## src/rtl/delay_sum_combiner_if.sv

```systemverilog
// Bus bundle for delay_sum_combiner: frame input, delay configuration,
// and the combined-sample output with its status flags.
interface delay_sum_combiner_if #(
    parameter int NUM_CH  = 2,
    parameter int DATA_W  = 8,
    parameter int DELAY_W = 4
);
    logic                      sample_valid;
    logic [NUM_CH*DATA_W-1:0]  sample_in;
    logic                      cfg_load;
    logic [NUM_CH*DELAY_W-1:0] cfg_delay;
    logic                      busy;
    logic                      out_valid;
    logic [DATA_W-1:0]         sum_out;
    logic                      overrun;

    modport master (
        output sample_valid, sample_in, cfg_load, cfg_delay,
        input  busy, out_valid, sum_out, overrun
    );

    modport slave (
        input  sample_valid, sample_in, cfg_load, cfg_delay,
        output busy, out_valid, sum_out, overrun
    );
endinterface

```

## src/rtl/delay_sum_combiner.sv

```systemverilog
// Delay-and-sum beamformer core. Each accepted PCM frame is written into a
// per-channel circular history; channels are then read back at their own
// programmed delay and accumulated one channel per clock into sum_out.
// Optional feature macro: DELAY_SUM_AVERAGE_EN -- when defined, sum_out is the
// channel average (arithmetic right shift of the full sum) instead of the
// saturated full sum.
//
// state | meaning
// ------+--------------------------------------------------------------
// IDLE  | waiting for sample_valid; cfg_load latches channel delays
// ACCUM | adding one delayed channel per clock; last channel emits sum_out
module delay_sum_combiner #(
    parameter int NUM_CH  = 2,
    parameter int DATA_W  = 8,
    parameter int DEPTH   = 16,
    parameter int DELAY_W = $clog2(DEPTH)
) (
    input  logic                  clk,
    input  logic                  reset,
    delay_sum_combiner_if.slave   bus
);
    localparam int CH_W  = $clog2(NUM_CH);
    localparam int ACC_W = DATA_W + CH_W;

    localparam logic signed [ACC_W-1:0] SAT_MAX = ACC_W'((2 ** (DATA_W - 1)) - 1);
    localparam logic signed [ACC_W-1:0] SAT_MIN = ~SAT_MAX;

    typedef enum logic {IDLE, ACCUM} state_t;

    state_t                    state;
    state_t                    state_nxt;
    logic [DATA_W-1:0]         hist [NUM_CH][DEPTH];
    logic [DELAY_W-1:0]        delay [NUM_CH];
    logic [DELAY_W-1:0]        wr_ptr;
    logic [DELAY_W-1:0]        cur;
    logic [CH_W-1:0]           ch;
    logic signed [ACC_W-1:0]   acc;
    logic                      out_valid;
    logic [DATA_W-1:0]         sum_out;
    logic                      overrun;

    logic                      accept;
    logic                      last;
    logic [DELAY_W-1:0]        rd_idx;
    logic [DATA_W-1:0]         rd_sample;
    logic signed [ACC_W-1:0]   addend;
    logic signed [ACC_W-1:0]   acc_next;
    logic [DATA_W-1:0]         result;

    // Delay subtraction wraps naturally in DELAY_W bits, giving the circular read.
    assign rd_idx    = cur - delay[ch];
    assign rd_sample = hist[ch][rd_idx];
    assign addend    = {{CH_W{rd_sample[DATA_W-1]}}, rd_sample};
    assign acc_next  = acc + addend;

    assign bus.busy      = (state != IDLE);
    assign bus.out_valid = out_valid;
    assign bus.sum_out   = sum_out;
    assign bus.overrun   = overrun;

    // Next-state decode: accept a frame in IDLE, leave ACCUM after the last channel.
    always_comb begin
        state_nxt = state;
        accept    = 1'b0;
        last      = 1'b0;
        case (state)
            IDLE: begin
                if (bus.sample_valid) begin
                    accept    = 1'b1;
                    state_nxt = ACCUM;
                end
            end
            ACCUM: begin
                if (ch == CH_W'(NUM_CH - 1)) begin
                    last      = 1'b1;
                    state_nxt = IDLE;
                end
            end
            default: state_nxt = IDLE;
        endcase
    end

    // Output formatting of the completed sum: averaged or saturated.
    always_comb begin
`ifdef DELAY_SUM_AVERAGE_EN
        result = DATA_W'(acc_next >>> CH_W);
`else
        if (acc_next > SAT_MAX) begin
            result = DATA_W'(SAT_MAX);
        end else if (acc_next < SAT_MIN) begin
            result = DATA_W'(SAT_MIN);
        end else begin
            result = DATA_W'(acc_next);
        end
`endif
    end

    // State register.
    always_ff @(posedge clk) begin
        if (reset) begin
            state <= IDLE;
        end else begin
            state <= state_nxt;
        end
    end

    // Datapath: history writes, delay latch, accumulation, output and overrun flag.
    always_ff @(posedge clk) begin
        if (reset) begin
            for (int c = 0; c < NUM_CH; c++) begin
                delay[c] <= '0;
                for (int e = 0; e < DEPTH; e++) begin
                    hist[c][e] <= '0;
                end
            end
            wr_ptr    <= '0;
            cur       <= '0;
            ch        <= '0;
            acc       <= '0;
            out_valid <= 1'b0;
            sum_out   <= '0;
            overrun   <= 1'b0;
        end else begin
            out_valid <= 1'b0;
            if (state == IDLE) begin
                // Delays land before ACCUM starts, so a same-cycle load applies to this frame.
                if (bus.cfg_load) begin
                    for (int c = 0; c < NUM_CH; c++) begin
                        delay[c] <= bus.cfg_delay[c*DELAY_W +: DELAY_W];
                    end
                end
                if (accept) begin
                    for (int c = 0; c < NUM_CH; c++) begin
                        hist[c][wr_ptr] <= bus.sample_in[c*DATA_W +: DATA_W];
                    end
                    cur    <= wr_ptr;
                    wr_ptr <= wr_ptr + DELAY_W'(1);
                    acc    <= '0;
                    ch     <= '0;
                end
            end else begin
                acc <= acc_next;
                ch  <= ch + CH_W'(1);
                if (bus.sample_valid) begin
                    overrun <= 1'b1;
                end
                if (last) begin
                    sum_out   <= result;
                    out_valid <= 1'b1;
                end
            end
        end
    end
endmodule

```

## src/flat_wrapper.sv

```systemverilog
// flat-port wrapper written by rule: the top's interface ports become plain ports
module delay_sum_combiner_flat 
#(
    parameter int NUM_CH  = 2,
    parameter int DATA_W  = 8,
    parameter int DEPTH   = 16,
    parameter int DELAY_W = $clog2(DEPTH)
)
  (clk, reset, bus_sample_valid, bus_sample_in, bus_cfg_load, bus_cfg_delay, bus_busy, bus_out_valid, bus_sum_out, bus_overrun);
  delay_sum_combiner_if #(.NUM_CH(NUM_CH), .DATA_W(DATA_W), .DELAY_W(DELAY_W)) bus_i ();
  input  logic clk;
  input  logic reset;
  input wire logic [$bits(bus_i.sample_valid)-1:0] bus_sample_valid;
  input wire logic [$bits(bus_i.sample_in)-1:0] bus_sample_in;
  input wire logic [$bits(bus_i.cfg_load)-1:0] bus_cfg_load;
  input wire logic [$bits(bus_i.cfg_delay)-1:0] bus_cfg_delay;
  output wire logic [$bits(bus_i.busy)-1:0] bus_busy;
  output wire logic [$bits(bus_i.out_valid)-1:0] bus_out_valid;
  output wire logic [$bits(bus_i.sum_out)-1:0] bus_sum_out;
  output wire logic [$bits(bus_i.overrun)-1:0] bus_overrun;
  assign bus_i.sample_valid = bus_sample_valid;
  assign bus_i.sample_in = bus_sample_in;
  assign bus_i.cfg_load = bus_cfg_load;
  assign bus_i.cfg_delay = bus_cfg_delay;
  assign bus_busy = bus_i.busy;
  assign bus_out_valid = bus_i.out_valid;
  assign bus_sum_out = bus_i.sum_out;
  assign bus_overrun = bus_i.overrun;
  delay_sum_combiner #(.NUM_CH(NUM_CH), .DATA_W(DATA_W), .DEPTH(DEPTH), .DELAY_W(DELAY_W)) u_core (.clk(clk), .reset(reset), .bus(bus_i));
endmodule
```

## config.mk

```make
export PLATFORM = sky130hd
export DESIGN_NAME = delay_sum_combiner_flat
export DESIGN_NICKNAME = d
export VERILOG_FILES = /design/src/rtl/delay_sum_combiner_if.sv /design/src/rtl/delay_sum_combiner.sv /design/src/flat_wrapper.sv
export SDC_FILE = /design/constraint.sdc
export NUM_CORES = 1
export LEC_CHECK = 0
export BUFFER_PORTS_ARGS = -buffer_cell sky130_fd_sc_hd__buf_4
export CAP_MARGIN = 20
export CORE_UTILIZATION = 45
export DETAILED_ROUTE_END_ITERATION = 6
export HOLD_SLACK_MARGIN = 0.12
export PLACE_DENSITY = 0.6
export SLEW_MARGIN = 10
export SYNTH_ARGS = -nofsm -noshare
export SYNTH_HDL_FRONTEND = slang
export SYNTH_SLANG_ARGS = --single-unit
```

## constraint.sdc

```tcl
create_clock -name clk -period 16.8 [get_ports clk]
set_clock_uncertainty 0.05 [all_clocks]
set_input_delay 2.52 -clock clk [delete_from_list [all_inputs] [get_ports clk]]
set_output_delay 2.52 -clock clk [all_outputs]
set_load 0.1 [all_outputs]
```

==> run summary <==
Yosys warning count - 0
Post-synth top area share - 0.581
Routability Congestion - 0.747
Syn Inst Count - 913
Final instance area - 15400 sq um
Asr flop ratio synth - 0
Slew Limit Headroom - 0.317
Vert. Die Dim - 176 microns
H-tree level count - 2
Seq/Total Area, Yosys - 0.625
Cts hold-fix bufs - 0
Count leader, synth - and2_1
DRT iter0 DRCs - 589
GR Overflow Total - 0
Minimum clock period - 5.65 ns
FMAX - 0.177 GHz
Req. time, crit path - 17.13 ns
CTS tree - built
Syn-to-layout area delta - 12.9%
Mapped Area - 13600 sq um
Core area - 29700 sq um
DRT antenna net count - 0
RSZ-0062 raised after global routing - no
Post-cts resize count - 0
Cell Area, Placed - 14300 sq um
Clock root cell - clkbuf_16
Die W - 176 microns
DRT Wirelength - 30600 microns
Row count - 63
Leak - 0.00570 uW
Commonest cells post-synth - and2_1, edfxtp_1, mux4_2
Synthesized area per cell - 14.9 sq um
PD cells - 117 nW/um^2
Max Cap Violations - 0
Critical-path maximum fanout - 63
DRC - 0
Crit path DAT - 5.98 ns
CTS clk-pin slew, worst paths - 0.06 ns
Die Area - 31000 sq um
Largest net degree at the start of global routing - 64
I/O pin count - 39
Seq cells post-synth - 294
Startpoint types - flip-flop
Worst R2R Setup Slack - 11.15 ns
First-pass GRT wire length - 47000 microns
Post-synth EDFFs - 264
Synth area leader - edfxtp_1
Vias per inst - 5.43
Hold crit path type - flip-flop to flip-flop
First-pass detailed-route iteration total - 5
Status - finished clean
Top cells by area, synth - edfxtp_1, and2_1, mux4_2, dfxtp_1, ha_1
Total negative slack - 0 ns
Least-Margin Pin Slew - 1.02 ns
Final Net Count - 992
Clock Latency Late Sink - 0.51 ns
VDD IR max - 0.0889 mV
Fraction of final layout cells sized beyond drive strength 1 - 0.220
Vias in the first global route - 7637
Critical path capture point type - flip-flop
Clock tree sinks - 294
DR vias - 7384
Netlist cell types - 45
Final period util - 0.336
Buffers on Ports - 38
Total GRT Usage - 0.206
Post-Route Utilization - 0.518
Slew Viols, Final - 0
Clock buffer count from CTS - 34
Syn Nets - 959
CTS max path bufs - 3
Setup violations, final - 0
Postcts setup bufs - 0
Starting density of the core - 0.459
Post-synth top flop - edfxtp_1
Kind of critical path - flip-flop to flip-flop
WL per Instance - 22.5 microns
Fin. Hold Viols - 0
Post-DP HPWL - 17900 microns
Initial antenna violation count - 0
[layout by cell type, fill, tap and decap left out, drive strengths merged, types with 12 or more instances in the layout]
| cell type | synthesis | final |
|---|---|---|
| nand2 | 21 | 21 |
| inv | 10 | 12 |
| mux4 | 78 | 78 |
| or2 | 17 | 17 |
| edfxtp | 264 | 264 |
| a21oi | 18 | 18 |
| dfxtp | 30 | 30 |
| nor2 | 35 | 35 |
| clkbuf | 53 | 46 |
| o21ai | 17 | 17 |
| ha | 16 | 16 |
| and2 | 265 | 265 |
| buf | 10 | 60 |
[critical path, cell delays in order, from the launching register on]
cell and delay (ns):
dfxtp_4 0.54, mux2_2 0.41, ha_4 0.96, mux4_2 0.41
mux4_2 0.50, mux2_2 0.30, ha_1 0.20, inv_1 0.07
fa_1 0.20, inv_1 0.05, a21o_1 0.19, a41o_1 0.26
o41ai_1 0.62, or3b_2 0.50, a31oi_1 0.17, nor3_1 0.06
[final cells by class]
class,count,area (sq um)
repair buffers,60,470
multi-input cells,546,4830
well taps,390,488
fillers,2434,14300
flip-flops and latches,294,8530
clock inverters,12,131
inverters,10,37.5
clock buffers,46,906
diodes,1,2.50
[registers in the layout (all words and copies together) (netlist names), named ones only]
signal                flops
u_core.acc                9
u_core.bus.busy           1
u_core.bus.out_valid      1
u_core.bus.overrun        1
u_core.bus.sum_out        8
u_core.ch                 1
u_core.cur                4
u_core.delay              8
u_core.hist             256
u_core.wr_ptr             4
[per-layer routing]
layer  vias to the layer above  GRT usage  share of wire
li1                       3425          -              -
met1                      3812      0.291           0.47
met2                       118      0.341           0.49
met3                        29     0.0280          0.031
met4                         0     0.0449          0.012
met5                         -          0              0
[cell families (layout without fill, tap and decap cells)]
kind of cell    count (synthesis)  count (layout)  share of synthesized area
simple gates                  368             368                      0.159
flops                         294             294                      0.625
mux                            94              94                      0.143
buf+inv                        73             128                     0.0213
compound gates                 55              55                     0.0261
fa+ha+maj                      18              18                     0.0176
xor+xnor                       11              11                    0.00816
other cells                     0               1                          0
[worst paths after layout]
path,endpoint,depth (start not counted),startpoint
max,u_core.acc[8]$_SDFFE_PP0N_,15,flip-flop
min reg2reg,u_core.cur[0]$_SDFFE_PP0P_,2,u_core.cur[0]$_SDFFE_PP0P_
min,u_core.cur[0]$_SDFFE_PP0P_,2,u_core.cur[0]$_SDFFE_PP0P_
max reg2reg,u_core.acc[8]$_SDFFE_PP0N_,15,flip-flop
[metrics by stage]
step | power (uW) | hold WS [ns] | instances | setup WS, ns
2_1_floorplan | 1040 | 0.386 | 913 | 10.86
3_3_place_gp | 1120 | 0.399 | 1297 | 11.22
3_5_place_dp | 1120 | 0.401 | 1298 | 11.07
4_1_cts | 1820 | 0.410 | 1356 | 11.07
5_1_grt | 1870 | 0.444 | 1358 | 10.71
6_report | 1810 | 0.410 | 1359 | 11.15
[where the power goes]
group	internal (uW)	switching [uW]
Combinational	109	158
Sequential	827	12.6
Clock	411	288
(Power assumes the default switching activity.)
